<file path="src/rtl/alu_pkg.sv">
// Shared ALU definitions: control codes, ALUOP encodings and the multiplier FSM states.
// ALU control, the ALU and the multiplier import this so MULT_OP is defined once.
package alu_pkg;

   localparam logic [3:0] AND_OP  = 4'd0;
   localparam logic [3:0] OR_OP   = 4'd1;
   localparam logic [3:0] ADD_OP  = 4'd2;
   localparam logic [3:0] SLL_OP  = 4'd3;
   localparam logic [3:0] SRL_OP  = 4'd4;
   localparam logic [3:0] SUB_OP  = 4'd6;
   localparam logic [3:0] SLT_OP  = 4'd7;
   localparam logic [3:0] MULT_OP = 4'd8;

   localparam logic [1:0] ALUOP_MEM    = 2'b00;
   localparam logic [1:0] ALUOP_BRANCH = 2'b01;
   localparam logic [1:0] ALUOP_RTYPE  = 2'b10;
   localparam logic [1:0] ALUOP_ITYPE  = 2'b11;

   typedef enum logic [1:0] {
      IDLE = 2'd0,
      BUSY = 2'd1,
      DONE = 2'd2
   } mult_state_e;

   function automatic logic is_mult(input logic [3:0] ctrl);
      return ctrl == MULT_OP;
   endfunction

endpackage

</file>
<file path="src/rtl/alu_mult_seq_if.sv">
// EX-stage request/response bundle between the pipeline and the sequential multiplier.
interface alu_mult_seq_if #(
   parameter int DATA_W = 32
);

   logic [3:0]        alu_control;
   logic              start;
   logic              flush;
   logic [DATA_W-1:0] operand_a;
   logic [DATA_W-1:0] operand_b;
   logic              stall;
   logic              done;
   logic [DATA_W-1:0] result_lo;
   logic [DATA_W-1:0] result_hi;

   modport master (
      output alu_control, start, flush, operand_a, operand_b,
      input  stall, done, result_lo, result_hi
   );

   modport slave (
      input  alu_control, start, flush, operand_a, operand_b,
      output stall, done, result_lo, result_hi
   );

endinterface

</file>
<file path="src/rtl/alu_mult_seq.sv">
// Radix-2 shift-add unsigned multiplier: DATA_W iterations, stalls EX while busy,
// then presents the 2*DATA_W-bit product with a one-cycle done pulse.
module alu_mult_seq
   import alu_pkg::*;
#(
   parameter int DATA_W = 32,
   parameter int CNT_W  = $clog2(DATA_W) + 1
) (
   input  logic          clk,
   input  logic          rst,
   alu_mult_seq_if.slave bus
);

   localparam logic [CNT_W-1:0] CNT_LAST = CNT_W'(DATA_W - 1);

   mult_state_e         state;
   mult_state_e         state_nxt;
   logic                fire;
   logic                load;
   logic                last;
   logic [2*DATA_W-1:0] mcand;
   logic [2*DATA_W-1:0] prod;
   logic [2*DATA_W-1:0] prod_nxt;
   logic [DATA_W-1:0]   mplier;
   logic [CNT_W-1:0]    cnt;
   logic [DATA_W-1:0]   res_lo;
   logic [DATA_W-1:0]   res_hi;
   logic                stall;
   logic                done;

   assign fire     = bus.start && is_mult(bus.alu_control) && !bus.flush;
   assign load     = fire && (state == IDLE || state == DONE);
   assign last     = (cnt == CNT_LAST);
   assign prod_nxt = mplier[0] ? prod + mcand : prod;

   always_ff @(posedge clk) begin
      if (rst) state <= IDLE;
      else     state <= state_nxt;
   end

   always_comb begin
      state_nxt = state;
      if (bus.flush) begin
         state_nxt = IDLE;
      end else begin
         case (state)
            IDLE:    if (fire) state_nxt = BUSY;
            BUSY:    if (last) state_nxt = DONE;
            DONE:    state_nxt = fire ? BUSY : IDLE;
            default: state_nxt = IDLE;
         endcase
      end
   end

   // A new request in DONE keeps the pipeline frozen so the next product starts at once.
   always_comb begin
      stall = 1'b0;
      done  = 1'b0;
      case (state)
         IDLE: stall = fire;
         BUSY: stall = 1'b1;
         DONE: begin
            done  = 1'b1;
            stall = fire;
         end
         default: begin
            stall = 1'b0;
            done  = 1'b0;
         end
      endcase
   end

   always_ff @(posedge clk) begin
      if (rst) begin
         mcand  <= '0;
         mplier <= '0;
         prod   <= '0;
         cnt    <= '0;
         res_lo <= '0;
         res_hi <= '0;
      end else if (load) begin
         mcand  <= {{DATA_W{1'b0}}, bus.operand_a};
         mplier <= bus.operand_b;
         prod   <= '0;
         cnt    <= '0;
      end else if (state == BUSY && !bus.flush) begin
         prod   <= prod_nxt;
         mcand  <= mcand << 1;
         mplier <= mplier >> 1;
         cnt    <= cnt + CNT_W'(1);
         // Capture includes the final partial product, so results never lag a cycle.
         if (last) begin
            res_lo <= prod_nxt[DATA_W-1:0];
            res_hi <= prod_nxt[2*DATA_W-1:DATA_W];
         end
      end
   end

   assign bus.stall     = stall;
   assign bus.done      = done;
   assign bus.result_lo = res_lo;
   assign bus.result_hi = res_hi;

endmodule

</file>
<file path="src/flat_wrapper.sv">
// flat-port wrapper written by rule: the top's interface ports become plain ports
module alu_mult_seq_flat import alu_pkg::*;
#(
   parameter int DATA_W = 32,
   parameter int CNT_W  = $clog2(DATA_W) + 1
)
  (clk, rst, bus_alu_control, bus_start, bus_flush, bus_operand_a, bus_operand_b, bus_stall, bus_done, bus_result_lo, bus_result_hi);
  alu_mult_seq_if #(.DATA_W(DATA_W)) bus_i ();
  input  logic clk;
  input  logic rst;
  input wire logic [$bits(bus_i.alu_control)-1:0] bus_alu_control;
  input wire logic [$bits(bus_i.start)-1:0] bus_start;
  input wire logic [$bits(bus_i.flush)-1:0] bus_flush;
  input wire logic [$bits(bus_i.operand_a)-1:0] bus_operand_a;
  input wire logic [$bits(bus_i.operand_b)-1:0] bus_operand_b;
  output wire logic [$bits(bus_i.stall)-1:0] bus_stall;
  output wire logic [$bits(bus_i.done)-1:0] bus_done;
  output wire logic [$bits(bus_i.result_lo)-1:0] bus_result_lo;
  output wire logic [$bits(bus_i.result_hi)-1:0] bus_result_hi;
  assign bus_i.alu_control = bus_alu_control;
  assign bus_i.start = bus_start;
  assign bus_i.flush = bus_flush;
  assign bus_i.operand_a = bus_operand_a;
  assign bus_i.operand_b = bus_operand_b;
  assign bus_stall = bus_i.stall;
  assign bus_done = bus_i.done;
  assign bus_result_lo = bus_i.result_lo;
  assign bus_result_hi = bus_i.result_hi;
  alu_mult_seq #(.DATA_W(DATA_W), .CNT_W(CNT_W)) u_core (.clk(clk), .rst(rst), .bus(bus_i));
endmodule
</file>
<file path="config.mk">
export PLATFORM = sky130hd
export DESIGN_NAME = alu_mult_seq_flat
export DESIGN_NICKNAME = d
export VERILOG_FILES = /design/src/rtl/alu_pkg.sv /design/src/rtl/alu_mult_seq_if.sv /design/src/rtl/alu_mult_seq.sv /design/src/flat_wrapper.sv
export SDC_FILE = /design/constraint.sdc
export NUM_CORES = 1
export LEC_CHECK = 0
export CORE_ASPECT_RATIO = 1.4
export CORE_UTILIZATION = 50
export CTS_CLUSTER_SIZE = 20
export DETAILED_ROUTE_END_ITERATION = 7
export PLACE_DENSITY = 0.75
export SKIP_CTS_REPAIR_TIMING = 1
export SLEW_MARGIN = 15
export SYNTH_ARGS = -nofsm -noshare
export SYNTH_HDL_FRONTEND = slang
export SYNTH_SLANG_ARGS = --single-unit
</file>
<file path="constraint.sdc">
create_clock -name clk -period 2.9 [get_ports clk]
set_input_delay 0.58 -clock clk [delete_from_list [all_inputs] [get_ports clk]]
set_output_delay 0.58 -clock clk [all_outputs]
set_load 0.02 [all_outputs]
</file>
### Word-level counts from Yosys, hierarchy flattened

Index checks and enable logic that the tools add are counted.

| storage, ports and cells | value |
|---|---|
| flip-flop bits (word level) | 232 |
| input port bits | 72 |
| output and inout bits | 66 |
| word-level logic and storage cells | 41 |

| operators by class | value |
|---|---|
| add/sub/neg operators | 2 |
| eq/ne operators | 6 |
| multiplexer cells | 11 |
| bitwise gates (word level) | 1 |
| reductions and logical operators | 13 |

Operator list:

| operator | number |
|---|---|
| 32-bit two-way mux | 4 |
| 64-bit adder | 1 |
| 64-bit two-way mux | 1 |
| 6-bit by 1-bit adder with 6-bit output (second input constant) | 1 |
| 6-bit by 5-bit == test with 1-bit output (second input constant) | 1 |
| 2-bit one-hot mux with 3 select lines | 1 |
| 2-bit OR reduction | 3 |
| 4-bit == test (second input constant) | 1 |
| 1-bit logical AND | 4 |
| 2-bit two-way mux | 2 |
| 2-bit by 1-bit inequality test with 1-bit output (second input constant) | 2 |
| 3-bit AND reduction | 1 |
| 2-bit by 1-bit == test with 1-bit output (second input constant) | 1 |
| 2-bit == test (second input constant) | 1 |
| 2-bit logical NOT | 1 |
| 1-bit two-way mux | 2 |
| 1-bit one-hot mux with 2 select lines | 1 |
| 2-bit AND reduction | 1 |
| 2-bit nonzero test | 1 |
| 1-bit logical NOT | 1 |
| 1-bit logical OR | 1 |
| 1-bit inverter | 1 |

### Logic depth before layout (Yosys ltp)

Gate-level depths: netlist of run 1.

| logic depth | value |
|---|---|
| depth after elaboration | 6 |
| mapped depth | 12 |
| depth with buffers taken out | 12 |

### Least setup slack after synthesis of run 1

No wires, ideal clock.

| timing | value |
|---|---|
| path type | reg-to-reg |
| from | reg u_core.prod[0] |
| to | reg u_core.prod[52] |
| library setup time | 62 ps |
| arrival | 2962 ps |
| data required time | 2838 ps |
| slack | -124 ps |
| stages on the path, launching flop included | 13 |
| path buffers | 0 |
| period minus slack after synthesis | 3024 ps |
| cells stage by stage | dfxtp_1 -> ha_1 -> fa_1 -> a21oi_1 -> o21ai_1 -> a22oi_1 -> nor4_4 -> nor3_2 -> o2111ai_1 -> and4bb_1 -> o21a_1 -> or4_1 -> nand3_1 |

| between the ends | value |
|---|---|
| cells in the longest elaborated chain, start to end | 2 |

RTL lines:

| item | RTL line | RTL |
|---|---|---|
| from (decl) | alu_mult_seq.sv:22 | `logic [2*DATA_W-1:0] prod;` |
| from (signal assigned) | alu_mult_seq.sv:87 | `prod <= prod_nxt;` |
| 64-bit adder | alu_mult_seq.sv:34 | `assign prod_nxt = mplier[0] ? prod + mcand : prod;` |
| 64-bit two-way mux | alu_mult_seq.sv:34 |  |

No other way between the ends.
A chain may end at the register's enable or synchronous reset.

### Worst setup path after layout of run 1

| timing | value |
|---|---|
| from | reg u_core.prod[0] |
| to | reg u_core.res_hi[30] (netlist: u_core.bus.result_hi[30]) |

| between the ends | value |
|---|---|
| cells in the longest elaborated chain, start to end | 2 |

RTL lines:

| item | RTL line | RTL |
|---|---|---|
| 64-bit adder | alu_mult_seq.sv:34 |  |
| 64-bit two-way mux | alu_mult_seq.sv:34 |  |
| to (signal assigned) | alu_mult_seq.sv:94 | `res_hi <= prod_nxt[2*DATA_W-1:DATA_W];` |
| to (decl) | alu_mult_seq.sv:27 | `logic [DATA_W-1:0] res_hi;` |

No other way between the ends.

==> results of run 1 <==
## state kept, by name (all words and copies together) (netlist names)
signal and count:
u_core.bus.result_hi 32, u_core.cnt 6, u_core.bus.result_lo 32, u_core.state 2, u_core.mcand 64, u_core.prod 64, u_core.mplier 32
## cell families (layout without fill, tap and decap cells)
family          Yosys count  in the layout  share of synthesized area
simple gates            598            598                      0.206
mux                      29             29                     0.0224
flops                   232            232                      0.358
xor+xnor                 58             58                     0.0391
compound gates          551            551                      0.270
fa+ha+maj                65             65                     0.0632
buf+inv                 144            441                     0.0418
## final timing paths
path              cells past startpoint  slack (ns)                           from                                     to
setup / recovery                     12       -0.15    u_core.prod[0]$_SDFFE_PP0P_  u_core.bus.result_hi[30]$_SDFFE_PP0P_
hold / removal                        2        0.41                            rst          u_core.mcand[30]$_SDFFE_PP0P_
setup reg to reg                     12       -0.15    u_core.prod[0]$_SDFFE_PP0P_  u_core.bus.result_hi[30]$_SDFFE_PP0P_
hold reg to reg                       2        0.45  u_core.mplier[3]$_SDFFE_PP0P_          u_core.mplier[3]$_SDFFE_PP0P_
## stage by stage
stage / power, W / hold slack (ns) / util
after global placement: 0.00353 / 0.441 / 0.631
after detailed placement: 0.00353 / 0.448 / 0.631
after floorplan: 0.00337 / 0.436 / -
after global routing: 0.00663 / 0.409 / 0.687
after CTS: 0.00649 / 0.379 / 0.660
final: 0.00647 / 0.407 / 0.687
## per-layer routing
metal | vias up | track usage | wire [µm]
met5 | - | 0 | 13
met4 | 2 | 0.170 | 2190
met3 | 150 | 0.0340 | 2090
met2 | 454 | 0.575 | 21900
met1 | 6491 | 0.333 | 16300
li1 | 6610 | - | -
## area by class of cell
class	count	share of cell area
clock buffer	32	0.0383
clock inverter	8	0.00408
inverter	22	0.00472
multi-input combinational	1301	0.480
sequential	232	0.266
tap	319	0.0228
timing repair buffer	379	0.184
## power by group through the flow
stage	Sequential, W	Clock, W	Combinational, W
CTS	0.00320	0.00304	0.000257
global route	0.00320	0.00315	0.000280
finish	0.00320	0.00300	0.000266
global placement	0.00327	0	0.000254
floorplan	0.00327	0	0.0000953
detailed placement	0.00327	0	0.000256
## synthesized netlist by cell type, types with 18 or more instances
cell type | n | share of area
xnor2_1 | 36 | 0.024
nor2_1 | 150 | 0.043
inv_1 | 21 | 0.0061
clkbuf_1 | 104 | 0.030
nand3_1 | 39 | 0.015
nor3_1 | 18 | 0.0069
a211oi_1 | 61 | 0.035
a311oi_1 | 33 | 0.022
a21o_1 | 19 | 0.011
a21oi_1 | 217 | 0.084
o21ai_0 | 85 | 0.033
xor2_1 | 22 | 0.015
nand4_1 | 29 | 0.014
dfxtp_1 | 232 | 0.36
nand2_1 | 287 | 0.083
ha_1 | 64 | 0.062
mux2i_1 | 29 | 0.022
a22oi_1 | 33 | 0.019
## critical path, stage by stage, from the launching register on
cell and delay, ns:
dfxtp_2 0.36, ha_4 0.15, fa_2 0.21, a21oi_2 0.07, o21ai_2 0.17, a22oi_2 0.13
nor4_4 0.41, o311ai_4 0.16, a211o_4 0.39, a211oi_4 0.30, a21boi_2 0.13, xor2_1 0.17
a2111oi_2 0.30
==> results.yml, run 1 <==
run_status:
  status: "complete, but fails checks"
  violations: "design-rule violations, negative setup slack"
clock_network:
  cts.clk_slew.worst_paths_ns: 0.07
  htree_levels: 1
  root_buffer: "clkbuf_16"
  clk_latency_ns: 0.54
  cts_inserted_buffers: 23
  clock_path_buffers: 3
  cts_sinks: 232
  cts_tree: "done"
logic_synthesis:
  synth_seq_cells: 232
  synth_edf_count: 0
  netlist_instances: 1677
  ys_types: 73
  synthFlopType: "dfxtp_1"
  yosysWarnings: 0
  seq_area_frac_synth: 0.358
  synth_area_mm2: 0.0130
  async_reset_ff_frac: 0
  syn_nets: 1814
  synth_area_per_cell_um2: 7.74
placed_design:
  place.gp.congestion: 0.981
  postPlaceCellArea_mm2: 0.0161
  dp.cells: 2241
  place_hpwl_um: 30000
  port_buffers: 137
  pre_cts_ws_ns: -0.220
setup_path:
  critPathArrivalTime_ns: 3.48
  path_class: "reg -> reg"
  crit_required_ns: 3.33
  cp-start-kind: "register"
  path_max_fanout: 4
  crit_path_end_kind: "register"
floorplanning:
  fp-row-count: 69
  die_x_um: 138
  core_mm2: 0.0255
  ios: 138
  die_area_mm2: 0.0266
  die_h_um: 193
  initial_utilization: 0.510
grt:
  grt_pass1_vias: 13201
  antenna_found_initial: 1
  grtUsageTotal: 0.304
  grt_first_pass_wirelength_um: 65400
  grt_start_max_net_pins: 84
  grt_overflow: 0
power_and_ir_drop:
  power_frac_comb: 0.041
  p_per_area_mw_per_mm2: 370
  p_leak_nw: 6.63
  vdd_drop_max_v: 0.000398
  sw_frac_of_total: 0.223
  switchingPower_w: 0.00144
  seq_power_share: 0.495
  p_int_w: 0.00503
  p_clk_frac: 0.464
routing:
  route.detailed.drc: 8
  drtIter0Drc: 1021
  viasPerCell: 5.98
  ant_nets: 0
  wl_um: 42500
  first_pass_iters: 7
  vias: 13707
  wl_per_cell_um: 18.5
timing:
  hold_viol: 0
  fin_ws_ns: -0.154
  slew_headroom: 0.449
  fin_crit_ns: 3.05
  drv_slew: 0
  max_freq_mhz: 327
  rsz0062_at_grt: "yes"
  skew_ns: 0.0119
  tightest_slew_ns: 0.826
  fin_tns_setup_ns: -0.866
  period_share: 1.05
  setup_viol: 11
worst_hold_path:
  min_path_type: "in -> reg"
layout:
  fin_area_mm2: 0.0175
  seqCellArea_mm2: 0.00466
  layout_common_cells: "nand2_1 (280), buf_4 (239), dfxtp_1 (223)"
  antenna_cells: 0
  n_fill_cell: 2082
  fin_nets: 2096
  area_growth_pct: 34.8
  multi_input_area_mm2: 0.00840
  drive_above_1_share: 0.207
  instances_no_fill: 2293
  layout_commonest_cell: "nand2_1"
run:
  maxCapViolations: 0
(Power assumes the default switching activity.)
==> inputs of run 2 (changes only) <==
ABC_CLOCK_PERIOD_IN_PS = 2900   (was default)
==> results of run 2 <==
No change in the layout: final DEF, timing and power equal those of run 1.
==> inputs of run 3 (changes only) <==
ABC_CLOCK_PERIOD_IN_PS = 2600   (was 2900)
CORE_UTILIZATION = 35   (was 50)
MAX_ROUTING_LAYER = met4   (was default)
PLACE_DENSITY = default   (was 0.75)
clock period = 2.6 ns   (was 2.9 ns; I/O delays follow)
==> results.yml, run 3 (synthesis results as in run 1) <==
setup_path:
  crit_path_end_kind: "register"
  worst_path_largest_cell_delay_ns: 0.43
  path_class: "reg -> reg"
  worst_path_most_repeated_cell: "a21boi_2"
  worst_path_max_delay_cell: "or4_4"
  cp-start-kind: "register"
  worstPathCellList: "ha_4, a21oi_1, o211ai_1, a21boi_2, o41ai_4, buf_4, o311ai_4, or3_4, a21boi_2, or4_4, a31o_1, a21oi_2"
  critPathArrivalTime_ns: 3.49
  crit_buf_inv: 1
  crit_required_ns: 3.08
  crit_family: "compound AO/OA/AOI/OAI gates"
  path_max_fanout: 4
grt:
  grt_pass1_vias: 13589
  antenna_found_initial: 0
  grt_overflow: 0
  grtUsageTotal: 0.246
  grt_start_max_net_pins: 106
  grt_first_pass_wirelength_um: 71400
floorplanning:
  core_mm2: 0.0366
  ios: 138
  die_h_um: 230
  fp-row-count: 83
  die_x_um: 165
  die_area_mm2: 0.0379
  initial_utilization: 0.355
layout:
  fin_util: 0.537
  reg_top3: "u_core.mcand (64), u_core.prod (64)"
  layout_commonest_cell: "buf_4"
  fin_area_mm2: 0.0196
  drive_above_1_share: 0.313
  layout_common_cells: "buf_4 (341), nand2_1 (270), dfxtp_1 (208)"
  n_fill_cell: 3409
  area_growth_pct: 51.1
  fin_nets: 2218
  antenna_cells: 0
run_status:
  status: "complete, but fails checks"
  violations: "negative setup slack"
clock_network:
  htree_levels: 1
  cts.clk_slew.worst_paths_ns: 0.07
  cts_sinks: 232
  clk_latency_ns: 0.55
  cts_tree: "done"
  clock_path_buffers: 3
  cts_inserted_buffers: 25
  root_buffer: "clkbuf_16"
run:
  maxCapViolations: 0
timing:
  max_freq_mhz: 332
  period_share: 1.16
  tightest_slew_ns: 0.777
  setup_viol: 79
  hold_viol: 0
  slew_headroom: 0.481
  fin_crit_ns: 3.01
  skew_ns: 0.0144
  rsz0062_at_grt: "yes"
  fin_ws_ns: -0.408
  whs_ns: 0.454
  drv_slew: 0
power_and_ir_drop:
  totalPowerFinal_w: 0.00759
  p_per_area_mw_per_mm2: 387
  vdd_drop_max_v: 0.000366
  p_leak_nw: 7.51
routing:
  wl_per_cell_um: 18.3
  drtIter0Drc: 749
  route.detailed.drc: 0
  wl_um: 47000
  viasPerCell: 5.46
  first_pass_iters: 5
  vias: 14010
  ant_nets: 0
placed_design:
  postPlaceCellArea_mm2: 0.0172
  pre_cts_ws_ns: -0.522
  port_buffers: 137
  place.gp.congestion: 0.932
  place_hpwl_um: 33800
worst_hold_path:
  min_path_type: "reg -> reg"
[run 3: cell types whose count changed in the layout (fill, tap and decap cells not counted), sizes merged]
cell and change:
clkbuf +2, bufinv +1, dlymetal6s2s +1, clkinvlp +1
buf +120, clkdlybuf4s50 -1, clkinv +1
[run 3: final cells by class]
| class | count | area [µm²] | share of cell area |
|---|---|---|---|
| Inverter | 22 | 82.6 | 0.00421 |
| Sequential cell | 232 | 4680 | 0.238 |
| Clock inverter | 11 | 118 | 0.00600 |
| Multi-Input combinational cell | 1301 | 9200 | 0.469 |
| Tap cell | 467 | 584 | 0.0298 |
| Timing Repair Buffer | 499 | 4230 | 0.216 |
| Clock buffer | 34 | 719 | 0.0367 |
[run 3: report_power, final]
group | total, W | switching (W) | internal, W
Clock | 0.00370 | 0.00157 | 0.00214
Sequential | 0.00357 | 0.0000102 | 0.00356
Combinational | 0.000312 | 0.000153 | 0.000158
[run 3: stage by stage]
step | cells | TNS [ns]
4_1_cts | 2534 | -23.67
3_5_place_dp | 2489 | -21.11
3_3_place_gp | 2489 | -24.69
5_1_grt | 2566 | -25.87
2_1_floorplan | 1677 | -0.371
6_report | 2566 | -15.93
[run 3: path summary, 6_finish.rpt]
path	from	end	slack (ns)	cells past startpoint
hold reg to reg	u_core.mplier[13]$_SDFFE_PP0P_	u_core.mplier[13]$_SDFFE_PP0P_	0.45	2
setup / recovery	u_core.prod[10]$_SDFFE_PP0P_	u_core.prod[63]$_SDFFE_PP0P_	-0.41	12
setup reg to reg	u_core.prod[10]$_SDFFE_PP0P_	u_core.prod[63]$_SDFFE_PP0P_	-0.41	12
hold / removal	u_core.mplier[13]$_SDFFE_PP0P_	u_core.mplier[13]$_SDFFE_PP0P_	0.45	2
[run 3: tightest hold or removal path, stage by stage, from the launching register on]
cell	delay, ns
dfxtp_1	0.31
nand2_1	0.05
a21oi_1	0.05
[run 3: per-layer routing]
layer / wire (µm) / vias to the layer above / global-route usage
met2: 24700 / 362 / 0.449
met1: 18600 / 6683 / 0.271
met4: 1910 / 0 / 0.0978
li1: - / 6853 / -
met5: 0 / - / -
met3: 1730 / 112 / 0.0189
